$ cat config.mk
export PLATFORM = sky130hd
export DESIGN_NAME = spi_loopback_queue
export DESIGN_NICKNAME = d
export VERILOG_FILES = /design/src/rtl/spi_loopback_pkg.sv /design/src/rtl/spi_loopback_fifo.sv /design/src/rtl/spi_loopback_queue.sv
export SDC_FILE = /design/constraint.sdc
export NUM_CORES = 1
export LEC_CHECK = 0
export CORE_MARGIN = 2
export CORE_UTILIZATION = 50
export CTS_CLUSTER_SIZE = 10
export DETAILED_ROUTE_END_ITERATION = 10
export GPL_ROUTABILITY_DRIVEN = 0
export PLACE_DENSITY = 0.8
export SLEW_MARGIN = 20
export SYNTH_ARGS = -nofsm -noshare
export SYNTH_HDL_FRONTEND = slang
export SYNTH_HIERARCHICAL = 1
export SYNTH_SLANG_ARGS = --single-unit
$ cat constraint.sdc
create_clock -name clk -period 3.8 [get_ports clk]
set_input_delay 0.76 -clock clk [delete_from_list [all_inputs] [get_ports clk]]
set_output_delay 0.76 -clock clk [all_outputs]
set_load 0.1 [all_outputs]
$ cat src/rtl/spi_loopback_pkg.sv
// Purpose: shared op encodings and field widths for the SPI loopback queue.
// Latency: n/a (types and constants only).
// Backpressure: n/a.
package spi_loopback_pkg;

    // Width of the op field at the top of every request/response message.
    localparam int OP_W = 2;

    typedef enum logic [OP_W-1:0] {
        OP_ECHO = 2'b00,
        OP_INV  = 2'b01,
        OP_INC  = 2'b10,
        OP_STAT = 2'b11
    } op_e;

endpackage

$ cat src/rtl/spi_loopback_fifo.sv
// Purpose: DEPTH-entry circular FIFO (storage, read/write pointers, occupancy count).
// Latency: 1 cycle from enqueue to head; no write-to-read bypass.
// Backpressure: enq_rdy low when full (even if a dequeue happens that cycle); both handshakes blocked during reset.
//
// Ports:
//   clk, reset                    - clock, synchronous active-high reset
//   enq_vld/enq_rdy/enq_dat       - write side handshake and data
//   deq_vld/deq_rdy/deq_dat       - read side handshake and head data (zero when empty)
//   count                         - number of stored entries
module spi_loopback_fifo #(
    parameter  int WIDTH = 30,
    parameter  int DEPTH = 4,
    localparam int AW    = $clog2(DEPTH),
    localparam int CW    = $clog2(DEPTH + 1)
) (
    input  logic             clk,
    input  logic             reset,
    input  logic             enq_vld,
    output logic             enq_rdy,
    input  logic [WIDTH-1:0] enq_dat,
    output logic             deq_vld,
    input  logic             deq_rdy,
    output logic [WIDTH-1:0] deq_dat,
    output logic [CW-1:0]    count
);

    logic [WIDTH-1:0] mem [DEPTH];
    logic [AW-1:0]    wr_ptr;
    logic [AW-1:0]    rd_ptr;
    logic             full;
    logic             empty;
    logic             enq_fire;
    logic             deq_fire;

    // Full/empty come from the count, never from pointer equality, since the
    // pointers are equal in both states.
    assign full  = (count == CW'(DEPTH));
    assign empty = (count == '0);

    // Gating with reset keeps the neighbours from seeing a handshake on a
    // cycle where the queue is being flushed.
    assign enq_rdy  = !reset && !full;
    assign deq_vld  = !reset && !empty;
    assign deq_dat  = deq_vld ? mem[rd_ptr] : '0;

    assign enq_fire = enq_vld && enq_rdy;
    assign deq_fire = deq_vld && deq_rdy;

    // DEPTH is a power of two, so natural pointer overflow is the modulo wrap.
    always_ff @(posedge clk) begin
        if (reset) begin
            wr_ptr <= '0;
            rd_ptr <= '0;
            count  <= '0;
        end else begin
            if (enq_fire) begin
                wr_ptr <= wr_ptr + AW'(1);
            end
            if (deq_fire) begin
                rd_ptr <= rd_ptr + AW'(1);
            end
            case ({enq_fire, deq_fire})
                2'b10:   count <= count + CW'(1);
                2'b01:   count <= count - CW'(1);
                default: count <= count;
            endcase
        end
    end

    // Storage is not reset; stale contents are unreachable once count is cleared.
    always_ff @(posedge clk) begin
        if (enq_fire) begin
            mem[wr_ptr] <= enq_dat;
        end
    end

endmodule

$ cat src/rtl/spi_loopback_queue.sv
// Purpose: SPI minion loopback that transforms each request (echo/invert/increment/status) and queues the response.
// Latency: 1 cycle minimum from request accept to response valid.
// Backpressure: recv_rdy low while DEPTH responses are queued; responses held stable until send_rdy.
//
// Ports:
//   clk, reset                    - clock, synchronous active-high reset
//   recv_val/recv_rdy/recv_msg    - request from the SPI minion adapter (op in top 2 bits)
//   send_val/send_rdy/send_msg    - response to the SPI minion adapter (zero when idle)
//   count                         - number of queued responses
module spi_loopback_queue
    import spi_loopback_pkg::*;
#(
    parameter  int NBITS = 32,
    parameter  int DEPTH = 4,
    localparam int MW    = NBITS - 2,
    localparam int CW    = $clog2(DEPTH + 1)
) (
    input  logic          clk,
    input  logic          reset,
    input  logic          recv_val,
    output logic          recv_rdy,
    input  logic [MW-1:0] recv_msg,
    output logic          send_val,
    input  logic          send_rdy,
    output logic [MW-1:0] send_msg,
    output logic [CW-1:0] count
);

    localparam int PW = MW - OP_W;

    op_e           op;
    logic [PW-1:0] payload;
    logic [MW-1:0] resp_dat;

    assign op      = op_e'(recv_msg[MW-1:MW-OP_W]);
    assign payload = recv_msg[PW-1:0];

    // The response is computed at enqueue time. Status reads the registered
    // count, i.e. the occupancy before this enqueue and any same-cycle dequeue.
    always_comb begin
        resp_dat = recv_msg;
        case (op)
            OP_ECHO: resp_dat = recv_msg;
            OP_INV:  resp_dat = {recv_msg[MW-1:MW-OP_W], ~payload};
            OP_INC:  resp_dat = {recv_msg[MW-1:MW-OP_W], payload + PW'(1)};
            OP_STAT: resp_dat = {recv_msg[MW-1:MW-OP_W], PW'(count)};
            default: resp_dat = recv_msg;
        endcase
    end

    spi_loopback_fifo #(
        .WIDTH (MW),
        .DEPTH (DEPTH)
    ) u_fifo (
        .clk     (clk),
        .reset   (reset),
        .enq_vld (recv_val),
        .enq_rdy (recv_rdy),
        .enq_dat (resp_dat),
        .deq_vld (send_val),
        .deq_rdy (send_rdy),
        .deq_dat (send_msg),
        .count   (count)
    );

endmodule

==> impl_metrics.env <==
export IMPL_status="finished, final reports clean"
export IMPL_synth_simple_area_share=0.117
export IMPL_clk_pin_slew_ns=0.05
export IMPL_required_ns=3.04
export IMPL_synth_top_family_by_area="multiplexers"
export IMPL_io_pins=69
export IMPL_synth_mux_area_frac=0.120
export IMPL_holdWs_ns=0.506
export IMPL_die_y_um=114
export IMPL_postCtsSetupRepairBufs=0
export IMPL_fin_skew_ns=0.00537
export IMPL_die_w_um=114
export IMPL_post_route_drc_count=0
export IMPL_netlist_instances=401
export IMPL_holdBufCountCts=0
export IMPL_cts_root_buf="clkbuf_16"
export IMPL_critical_path_class="register to primary output"
export IMPL_synth_area_per_cell_um2=15.1
export IMPL_peakVddDrop_mv=0.278
export IMPL_grt_start_max_net_pins=32
export IMPL_rsz0062_at_grt="no"
export IMPL_ys_seq_area_frac=0.625
export IMPL_clkSinkCount=129
export IMPL_area_delta_synth_final_pct=26.8
export IMPL_totalWireLength_um=12300
export IMPL_htree_levels=4
export IMPL_drt_pass1_iterations=5
export IMPL_ys_ff_latch=129
export IMPL_die_area_um2=13000
export IMPL_fin_crit_sh=0.797
export IMPL_final_antenna_net_count=0
export IMPL_total_power_mw=3.90
export IMPL_diodes=0
export IMPL_maxCapViolations=0
export IMPL_cts_buffers_inserted=17
export IMPL_nets=516
export IMPL_setup_tns_ns=0
export IMPL_cts_buffer_depth=2
export IMPL_p_per_area_nw_per_um2=507
export IMPL_utilization=0.645
export IMPL_leakage_nw=2.50
export IMPL_synth_edf_count=120
export IMPL_synth_warnings=6
export IMPL_yosys_area_share_adder=0.0157
export IMPL_grtUsageTotal=0.205
export IMPL_vias_per_cell=5.84
export IMPL_critPathCaptureType="primary output"
export IMPL_final_common_cell="edfxtp_1"
export IMPL_fmax_mhz=330
export IMPL_holdCritPathClass="register to register"
export IMPL_synth_compound_area_frac=0.0535
export IMPL_clk_latency_ns=0.41
export IMPL_period_minus_slack_ns=3.03
export IMPL_vias=3705
export IMPL_hold_viol=0
export IMPL_slew_viol_final=0
export IMPL_regArea_um2=3780
export IMPL_wl_per_cell_um=19.4
export IMPL_slew_headroom=0.329
export IMPL_fillers=837
export IMPL_grt_overflow=0
export IMPL_synth_flop_cell="edfxtp_1"
export IMPL_cts_resized=0
export IMPL_core_um2=11900
export IMPL_grt_first_pass_wirelength_um=19700
export IMPL_cp_arrival_ns=2.27
export IMPL_ys_async_sr_fraction=0
export IMPL_synth_xor_area_frac=0.0390
export IMPL_rows=40
export IMPL_crit_fanout=17
export IMPL_cts_tree="done"
export IMPL_multi_input_area_um2=2090
export IMPL_ys_types=47
export IMPL_drt_iter0_markers=251
export IMPL_io_buffers=68
export IMPL_netlist_area_um2=6060
export IMPL_dp_hpwl_um=7680
export IMPL_final_cell_area_um2=7680
export IMPL_setup_viol=0
export IMPL_place_area_um2=7170
export IMPL_layout_common_cells="120 x edfxtp_1, 36 x and2_1, 35 x clkdlybuf4s50_1"
export IMPL_tightest_slew_ns=1.00
export IMPL_start_kind="register"
export IMPL_antenna_found_initial=0
export IMPL_syn_nets=442
export IMPL_drive_gt1_frac=0.214
export IMPL_grt_pass1_vias=3764
export IMPL_start_util=0.509
-- through the flow --
step | worst slack, ns | instances
detailed placement | 0.786 | 603
global placement | 0.832 | 603
floorplan | 0.289 | 401
CTS | 0.698 | 634
global route | 0.613 | 634
finish | 0.772 | 634
-- path summary, 6_finish.rpt --
kind / from / to / slack (ns) / cells past startpoint
worst max-delay path: register / send_msg[0] / 0.77 / 4
worst min-delay path: u_fifo/rd_ptr[1] / u_fifo/rd_ptr[1] / 0.51 / 2
worst max register to register: u_fifo/count[2] / u_fifo/count[2] / 1.59 / 9
worst min register to register: u_fifo/rd_ptr[1] / u_fifo/rd_ptr[1] / 0.51 / 2
-- sequential cells by signal, summed over array words and instances, names as in the netlist, named ones only --
name	count
u_fifo/rd_ptr	2
u_fifo/count	3
u_fifo/mem	120
u_fifo/wr_ptr	2
-- report_power, final --
part | switching (mW) | internal [mW] | leakage (nW)
sequential | 0.0376 | 1.63 | 1.17
clock | 0.542 | 0.876 | 0.246
combinational | 0.493 | 0.314 | 1.09
-- Yosys cell counts (6+ instances only) --
cell type,count,area [um2]
nand3_1,9,45.0
a21oi_1,10,50.1
o22ai_1,22,138
inv_1,9,33.8
xor2_1,12,105
clkbuf_1,9,33.8
ha_1,6,75.1
dfxtp_1,9,180
xnor2_1,15,131
nand4_1,8,50.1
nor2_1,15,56.3
o21ai_0,11,55.1
and2_1,36,225
mux4_2,30,676
edfxtp_1,120,3600
nand2_1,14,52.6
-- area by class of cell --
class                           instances  share of cell area
Clock buffer                           21              0.0573
Clock inverter                         10             0.00912
Inverter                                9             0.00440
Multi-Input combinational cell        239               0.272
Sequential cell                       129               0.493
Tap cell                              147              0.0239
Timing Repair Buffer                   79               0.140
-- critical path, stage by stage, from the launching register on --
cell	delay, ns
dfxtp_2	0.67
buf_12	0.26
mux4_2	0.53
and2_1	0.21
buf_12	0.17
-- routing by layer --
layer  up-vias  global-route usage  share of wire
met5         -                   0              0
met4         0              0.0886          0.022
met3        20              0.0646          0.055
met2       129               0.326           0.50
met1      1843               0.263           0.42
li1       1713                   -              -
-- cells by family (layout without fill, tap and decap cells) --
group / after synthesis / count (layout)
mux: 35 / 35
fa+ha+maj: 7 / 7
compound gates: 53 / 53
flops: 129 / 129
xor+xnor: 27 / 27
buf+inv: 33 / 119
simple gates: 117 / 117
No activity file was read; power rests on OpenSTA's default activity.
==> RTL edit: new RTL, same settings <==
Set the parameter `NBITS` to 40 (it was 32).
--- a/src/rtl/spi_loopback_queue.sv
+++ b/src/rtl/spi_loopback_queue.sv
@@ -12,3 +12,3 @@
 #(
-    parameter  int NBITS = 32,
+    parameter  int NBITS = 40,
     parameter  int DEPTH = 4,
Ports: changed (resized recv_msg and send_msg); port bits go from 69 to 85. The function was not compared with the original's and may differ.
==> RTL edit against the original RTL <==
Synthesized cell count is 41% higher. Cell area grew 31%. Synthesized area grew 31%. Worst setup slack worse by 0.11 ns. Critical path depth increased by 1. Wire length rose by 45%. Sequential share of layout area shrank 2.1 points. Total power grew 28%. Sequential cell count rose by 32. Critical path type is now input port to output port. Highest routed layer unchanged.
==> RTL edit: results (changes against the original RTL) <==
The via count normalized by instance count is 6.158 (+5.4%). The net switching power came out at 1339 uW (+25%). The register area share after synthesis came out at 0.5965 (-0.02816). The maximum fanout encountered on the critical timing path was 39 (+22). edfxtp_1 takes more of the synthesized area than any other cell. The share of synthesized area spent on multiplexers was 0.1169 (-0.003137). The number of buffers created by CTS is 17 (unchanged). The share of layout cells above drive strength 1 is 0.2152 (+0.001599).

The peak supply drop is 272.7 uV (-2.0%). The clock latency reported for the late side of the worst-skew pair came out at 0.42 ns. The largest net degree at the start of global routing is 57 (+78%). The leakage power total is 0.003311 uW (+32%). The count of routing violations after the opening detailed-route iteration was 579 (+130%). The global-route wire length before repair is 27.36 mm (+39%). The total track usage came out at 0.2173 (+0.01191). The number of nets in the finished design is 696 (+35%). The detailed-route wire length per cell is 20.31 um (+4.7%). The iteration count of the initial detailed-routing pass came out at 6 (+1).

The net count after synthesis is 614 (+39%). The share of the synthesized netlist area taken by xor and xnor gates came out at 0.02863 (-0.01041). The HPWL after detailed placement came out at 11.36 mm (+48%). The largest registers in the layout are u_fifo/mem x152, u_fifo/count x3.

The power consumed by sequential cells is 2080 uW (+25%). By area the synthesized netlist is led by edfxtp_1 57%, mux4_2 11%, and2_1 3.5%. The CTS root buffer is clkbuf_16.

The number of enable-type register cells in the synthesized netlist came out at 152 (+27%). After clock tree synthesis, the clock-pin slew on the worst setup and hold paths is 0.06 ns. By count the netlist is led by 152 x edfxtp_1, 44 x and2_1, 38 x mux4_2.

The post-synthesis compound-gate area fraction came out at 0.06465 (+0.01115). The total clock network power came to 1830 uW (+29%). The clock tree skew after final layout is 0.008947 ns (+0.003573 ns). The number of global-route vias before repair came to 5,287 (+40%). The arithmetic-cell share of the synthesized area counting full adders, half adders and majority gates is 0.01196 (-0.003744).

The number of warnings printed during yosys synthesis is 6 (unchanged). The highest-delay cell along the critical path is clkdlybuf4s50_1. The peak per-stage delay on the critical path came out at 0.60 ns (-0.07 ns).

The post-place instance area came to 9385 sq um (+31%). The run finished with clean final reports. The count of unique library cells instantiated by Yosys is 59 (+26%). The signal arrival time at the worst endpoint is 2.37 ns (+0.10 ns).

The max-slew headroom at the worst pin came out at 0.3466 (+0.01727). The number of I/O port buffers came out at 84 (+24%).
## RTL edit: cell types whose count changed after synthesis, moves of 9 or more
| cell | delta |
|---|---|
| edfxtp_1 | +32 |
| nand4_1 | +10 |
| nand2b_1 | +12 |
| nand2_1 | +9 |
| o22ai_1 | -11 |
## RTL edit: metal layers
| metal | vias to the layer above | track usage | wire length, um |
|---|---|---|---|
| met5 | - | 0 | 0 |
| met2 | 324 | 0.3573 | 9007 |
| met3 | 64 | 0.04551 | 1350 |
| met1 | 2632 | 0.2756 | 6879 |
| met4 | 0 | 0.1094 | 551 |
| li1 | 2374 | - | - |
## RTL edit: final timing paths
kind	startpoint	end	slack, ns	cells after the start
setup / recovery	reset	send_msg[27]	0.67	5
hold / removal	u_fifo/rd_ptr[1]$_SDFFE_PP0P_	register	0.49	2
setup reg to reg	u_fifo/count[2]$_SDFFE_PP0P_	u_fifo/count[2]$_SDFFE_PP0P_	1.46	9
hold reg to reg	u_fifo/rd_ptr[1]$_SDFFE_PP0P_	register	0.49	2
## RTL edit: through the flow
stage / std cells / total power, uW / hold WS (ns) / worst slack (ns)
final: 876 / 4976 / 0.4911 / 0.6662
after global routing: 876 / 5132 / 0.5320 / 0.5305
after CTS: 876 / 5004 / 0.4941 / 0.6274
after detailed placement: 844 / 3178 / 0.4842 / 0.3858
after global placement: 844 / 3148 / 0.4699 / 0.4778
after floorplan: 565 / 2820 / 0.4591 / 0.2687
## RTL edit: layout make-up
class,count,area [sq um]
clock buffers,29,660.6
clock inverters,3,15.01
fillers,1091,5652
inverters,14,52.55
multi-input cells,351,2950
flip-flops and latches,161,4746
well taps,216,270.3
repair buffers,102,1366
## RTL edit: worst max-delay path: cells and delay by family
family	cells	cell delay (ns)
buffers and inverters	3	1.14
AND/OR/NAND/NOR	2	0.46
